[src/rtl/fir_decimator.sv]
// fir_decimator: decimating FIR with one shared MAC (one tap per cycle); FIR_DECIM_PHASE_SYNC_EN adds phase_sync input
module fir_decimator #(
   parameter int INPUT_WORD_SIZE = 16,
   parameter int COEFF_WORD_SIZE = 16,
   parameter int N_COEFFS = 8,
   parameter int DECIM_FACTOR = 2,
   localparam int OUTPUT_WORD_SIZE = INPUT_WORD_SIZE + COEFF_WORD_SIZE + $clog2(N_COEFFS)
) (
   input  logic clk,
   input  logic rst,
   input  logic bypass,
   input  logic [N_COEFFS*COEFF_WORD_SIZE-1:0] coeff,
   input  logic [INPUT_WORD_SIZE-1:0] data_in,
   input  logic valid_in,
   output logic src_ready_out,
   output logic [OUTPUT_WORD_SIZE-1:0] data_out,
   output logic valid_out,
   input  logic dst_ready_in
`ifdef FIR_DECIM_PHASE_SYNC_EN
   ,
   input  logic phase_sync
`endif
);
   localparam int IW = INPUT_WORD_SIZE;
   localparam int CW = COEFF_WORD_SIZE;
   localparam int OW = OUTPUT_WORD_SIZE;
   localparam int KW = $clog2(N_COEFFS);
   localparam int PW = DECIM_FACTOR > 1 ? $clog2(DECIM_FACTOR) : 1;
   typedef enum logic [1:0] {IDLE, MAC, OUT} state_t;
   state_t state_q, state_d;
   logic signed [IW-1:0] d_q [N_COEFFS];
   logic signed [IW-1:0] d_d [N_COEFFS];
   logic [PW-1:0] phase_q, phase_d;
   logic [KW-1:0] k_q, k_d;
   logic [OW-1:0] acc_q, acc_d, data_out_q, data_out_d, sum;
   logic signed [CW-1:0] c_k;
   logic signed [IW+CW-1:0] prod;
   logic accept, sync, last, fin;
   assign src_ready_out = state_q == IDLE;
   assign valid_out = state_q == OUT;
   assign data_out = data_out_q;
   assign accept = valid_in && src_ready_out;
`ifdef FIR_DECIM_PHASE_SYNC_EN
   assign sync = phase_sync;
`else
   assign sync = 1'b0;
`endif
   // a synced sample is phase 0, so it completes a group only when DECIM_FACTOR is 1
   assign last = sync ? (DECIM_FACTOR == 1) : (phase_q == PW'(DECIM_FACTOR - 1));
   assign fin = k_q == KW'(N_COEFFS - 1);
   assign c_k = coeff[k_q*CW +: CW];
   assign prod = d_q[k_q] * c_k;
   assign sum = acc_q + {{(OW-IW-CW){prod[IW+CW-1]}}, prod};
   always_comb begin
      state_d = state_q;
      d_d = d_q;
      phase_d = phase_q;
      k_d = k_q;
      acc_d = acc_q;
      data_out_d = data_out_q;
      if (state_q == IDLE && accept && bypass) begin
         data_out_d = {{(OW-IW){data_in[IW-1]}}, data_in} << (CW - 1);
         phase_d = '0;
         state_d = OUT;
      end else if (state_q == IDLE && accept) begin
         d_d[0] = data_in;
         for (int i = 1; i < N_COEFFS; i++) d_d[i] = d_q[i-1];
         phase_d = last ? '0 : sync ? PW'(1) : phase_q + 1'b1;
         acc_d = last ? '0 : acc_q;
         k_d = last ? '0 : k_q;
         state_d = last ? MAC : IDLE;
      end else if (state_q == MAC) begin
         acc_d = sum;
         k_d = k_q + 1'b1;
         data_out_d = fin ? sum : data_out_q;
         state_d = fin ? OUT : MAC;
      end else if (state_q == OUT && dst_ready_in) begin
         state_d = IDLE;
      end
   end
   always_ff @(posedge clk) begin
      if (rst) begin
         state_q <= IDLE;
         for (int i = 0; i < N_COEFFS; i++) d_q[i] <= '0;
         phase_q <= '0;
         k_q <= '0;
         acc_q <= '0;
         data_out_q <= '0;
      end else begin
         state_q <= state_d;
         d_q <= d_d;
         phase_q <= phase_d;
         k_q <= k_d;
         acc_q <= acc_d;
         data_out_q <= data_out_d;
      end
   end
endmodule

[config.mk]
export PLATFORM = sky130hd
export DESIGN_NAME = fir_decimator
export DESIGN_NICKNAME = d
export VERILOG_FILES = /design/src/rtl/fir_decimator.sv
export SDC_FILE = /design/constraint.sdc
export NUM_CORES = 1
export LEC_CHECK = 0
export BUFFER_PORTS_ARGS = -buffer_cell sky130_fd_sc_hd__buf_2
export CORE_AREA = 4 4 207 209
export DETAILED_ROUTE_END_ITERATION = 16
export DIE_AREA = 0 0 211 213
export GPL_TIMING_DRIVEN = 0
export PLACE_DENSITY = 0.71
export SYNTH_ARGS = -nofsm -noshare
export SYNTH_HDL_FRONTEND = slang
export SYNTH_SLANG_ARGS = --single-unit
export TNS_END_PERCENT = 100
[constraint.sdc]
create_clock -name clk -period 10.1 [get_ports clk]
set_input_delay 2.525 -clock clk [delete_from_list [all_inputs] [get_ports clk]]
set_output_delay 2.525 -clock clk [all_outputs]
set_load 0.02 [all_outputs]
==> summary.txt <==
Synth
  – Mapped Nets: 2817
  – Area contributors post-synth: fa_1 26%, dfxtp_1 20%, nand2_1 7.9%, ha_1 7.4%, mux4_2 7.1%
  – Syn avg cell area: 8.893 sq um
  – EDFF count, synth: 0
  – Area leader, netlist: fa_1
  – Synth Area in Adders: 0.3330
  – Compound-cell area share of the yosys netlist: 0.1158
  – Cell variety after synth: 72
  – Ys async rst share: 0
  – Mapped cell area: 20320 sq um
  – Post-synthesis register bit count: around 200
  – Mux cell area share after synthesis: 0.09698
  – Post-synthesis sequential area ratio: 0.2010
  – Main synth FF type: dfxtp_1
  – Synth top area share: 0.2591
  – Main combinational cell family by area after synthesis: adder cells
  – Synthesized netlist cell count: around 2300
  – Warnings, synthesis: 0
  – Synth Area in XOR/XNOR: 0.03085
  – Synth Area in Simple Gates: 0.1438

STA
  – Worst Clk Skew: 0.03476 ns
  – Slew @ Worst Pin: about 1.4 ns
  – Max Slew Vio Count: 0
  – TNS Setup: -0.8795 ns
  – Final worst setup slack: -0.2734 ns
  – Hold violation count in the final report: 0
  – RSZ-0062 raised after global routing: yes
  – Hold slack: approximately 0.45 ns
  – Final setup viols: 7
  – Fmax: 0.09640 GHz
  – Tcrit/Tclk final: 1.027
  – Min Tclk post-route: 10.37 ns
  – Relative slew margins: 0.07418

Critical path
  – CP dominant cell by count: fa_1
  – Critical Setup Path Class: input port to register
  – Slowest CP cell: fa_1
  – Critical Path RT: 10.48 ns
  – CP endpoint kind: register
  – Slowest cell delay on critical path: 0.55 ns
  – CP Launch Type: input port
  – Worst-path fanout max: 8
  – Worst Path Arrival: around 11 ns
  – Worst R2R Path Depth: 32

Power and ir drop
  – Leak pwr: roughly 11 nW
  – Power per Cell Area: 202.7 nW/um^2
  – Peak supply drop: 0.1667 mV
  – Overall Power: 4.899 mW

Clock tree
  – Total CTS buffers: 20
  – Clock sinks: roughly 200
  – Worst skew pair latency: approximately 0.53 ns
  – Clk root buf: clkbuf_16
  – Hold buffers post-CTS: 0
  – Clock transition at path regs: 0.07 ns
  – CTS max path bufs: 3
  – H-tree levels: 1
  – CTS tree: built

Flow run
  – Max-cap violations: 0

Global routing
  – First-pass GRT wire length: 97.95 mm
  – Largest net degree at the start of global routing: 16
  – Global route overflow: 0
  – Vias in the first global route: 17960
  – Gr usage total: 0.2798
  – Initial antenna violation count: 2

Finish
  – Layout cell share with drive strength beyond 1: 0.2123
  – Area Overhead vs Synth: 18.93%
  – Number of fillers in the final layout: 3461
  – Nets@finish: 3086

Detailed routing
  – Final antenna-violating net count: 0
  – Routed wl met2: a little over 30 mm
  – DR top layer: met4
  – Metal3 WL: approximately 5.8 mm
  – Iter 0 DRT Violations: 1531
  – Drt via density: 5.730
  – WL met1: 24.56 mm
  – Final WL: 64.21 mm
  – Via count: about 18000
  – First-pass DRT Iterations: 6
  – WL/cell: 20.70 microns
  – DRC: 0

Floorplanning
  – Initial Util: 0.4977
  – Number of core rows: 74
  – Die area: 44940 sq um
  – Core ar.: 40830 sq um
  – Io pins: 186
  – Chip width: 211 microns
  – Die Span Y: 213 microns

Hold path
  – Hold WC Path Type: register to register
  – Hold path depth: 2

Placed design
  – Final Wtd Congestion: between 0.9 and 1
  – Port Buffers: 185
  – HPWL after DPL: roughly 50 mm

Status
  – Outcome: complete, but fails checks
  – Failing checks: negative setup slack
-- final cells by class --
cell class	count	area [sq um]	share of cell area
Antenna cell	3	7.507	0.0003106
Buffer	104	523.0	0.02164
Clock buffer	28	600.6	0.02485
Clock inverter	7	113.9	0.004711
Inverter	312	1171	0.04846
Multi-Input combinational cell	1661	15530	0.6426
Sequential cell	204	4084	0.1690
Tap cell	532	665.6	0.02754
Timing Repair Buffer	251	1471	0.06088
-- state kept, by name, indices dropped and copies added (netlist names) --
name and count:
last 1, state_q 2, d_q 128, k_q 3, acc_q 35, data_out 35
-- cells in the final DEF (no fill, tap or decap), drive strengths merged, types with 9 or more instances in the layout --
master | Yosys | routed
xor2 | 15 | 15
or2 | 11 | 11
o21a | 9 | 9
dfxtp | 204 | 204
nand2b | 17 | 17
xnor2 | 53 | 53
nand2 | 427 | 427
a21oi | 215 | 215
inv | 312 | 313
mux2 | 23 | 23
o21ai | 29 | 29
nand3 | 11 | 11
ha | 120 | 120
fa | 263 | 263
mux2i | 27 | 27
nor2b | 13 | 13
a22o | 14 | 14
mux4 | 64 | 64
buf | 21 | 270
a21o | 34 | 34
o21bai | 10 | 10
nor2 | 187 | 187
clkbuf | 87 | 109
a22oi | 38 | 38
-- per-layer routing --
layer	track usage	up-vias
met5	0	-
met4	0.1055	0
met2	0.4665	753
met3	0.07391	148
met1	0.3520	8888
li1	-	7985
-- report_power, final --
group,total (mW),switching (mW),internal (mW),leakage [nW]
combinational,3.25,1.89,1.36,8.68
sequential,0.836,0.0140,0.822,1.65
clock,0.811,0.341,0.471,0.354
total,4.90,2.25,2.65,10.7
-- synth_stat cells, types with 3 or more instances --
| cell type | number |
|---|---|
| mux2i_1 | 27 |
| a21oi_1 | 212 |
| nor2b_1 | 13 |
| nand4_1 | 8 |
| a22oi_1 | 38 |
| nor2_1 | 185 |
| or2_2 | 8 |
| o21a_1 | 9 |
| clkbuf_1 | 87 |
| a21o_1 | 34 |
| inv_1 | 312 |
| buf_2 | 7 |
| and4_1 | 3 |
| o21ai_0 | 19 |
| nand2b_1 | 17 |
| a31oi_1 | 5 |
| mux4_2 | 64 |
| o21ai_1 | 10 |
| and3_1 | 5 |
| and2_1 | 6 |
| a211oi_1 | 6 |
| a21oi_2 | 3 |
| dfxtp_1 | 204 |
| mux2_2 | 23 |
| buf_1 | 12 |
| xnor2_1 | 52 |
| nand3_1 | 11 |
| o21bai_1 | 10 |
| fa_1 | 263 |
| xor2_1 | 15 |
| nand2_1 | 427 |
| a211o_1 | 3 |
| ha_1 | 120 |
| nor3_1 | 6 |
| a22o_1 | 14 |
-- per-stage QoR --
stage	setup slack (ns)	utilization	std cells	instance area, sq um
6_report	-0.2734	0.5919	3102	24170
5_1_grt	-0.4719	0.5917	3099	24160
4_1_cts	-0.1772	0.5807	3073	23710
3_5_place_dp	-1.775	0.5403	3002	22060
3_3_place_gp	-1.723	0.5403	3002	22060
2_1_floorplan	0.01149	-	2285	20470
-- timing repair --
| item | 4_1_cts | 5_1_grt |
|---|---|---|
| gates cloned | 0 | 0 |
| resized for setup | 126 | 63 |
| pin swaps | 62 | 22 |
| endpoints found under the setup margin | 30 | 28 |
| setup buffers | 41 | 26 |
-- cells by family (layout without fill, tap and decap cells) --
group | count (synthesis) | after routing
AO/OA/AOI/OAI | 386 | 386
XOR/XNOR | 69 | 69
adder cells (fa/ha/maj) | 383 | 383
buffers and inverters | 420 | 702
flip-flops | 204 | 204
multiplexers | 114 | 114
other | 0 | 3
AND/OR/NAND/NOR | 709 | 709
-- final timing paths --
check,from,to,slack [ns]
min,data_out[14]$_SDFFE_PP0P_,data_out[14]$_SDFFE_PP0P_,0.45
max reg2reg,k_q[2]$_SDFFE_PP0P_,data_out[34]$_SDFFE_PP0P_,-0.24
min reg2reg,data_out[14]$_SDFFE_PP0P_,data_out[14]$_SDFFE_PP0P_,0.45
max,coeff[61],data_out[34]$_SDFFE_PP0P_,-0.27
-- critical path: cells and delay by family --
family                   cells  cell delay (ns)
XOR/XNOR                     2             0.57
buffers and inverters        4             0.44
adder cells (fa/ha/maj)      8             3.65
multiplexers                 2             0.85
AND/OR/NAND/NOR              4             0.39
AO/OA/AOI/OAI               12             2.30
No activity file was read; power rests on OpenSTA's default activity.
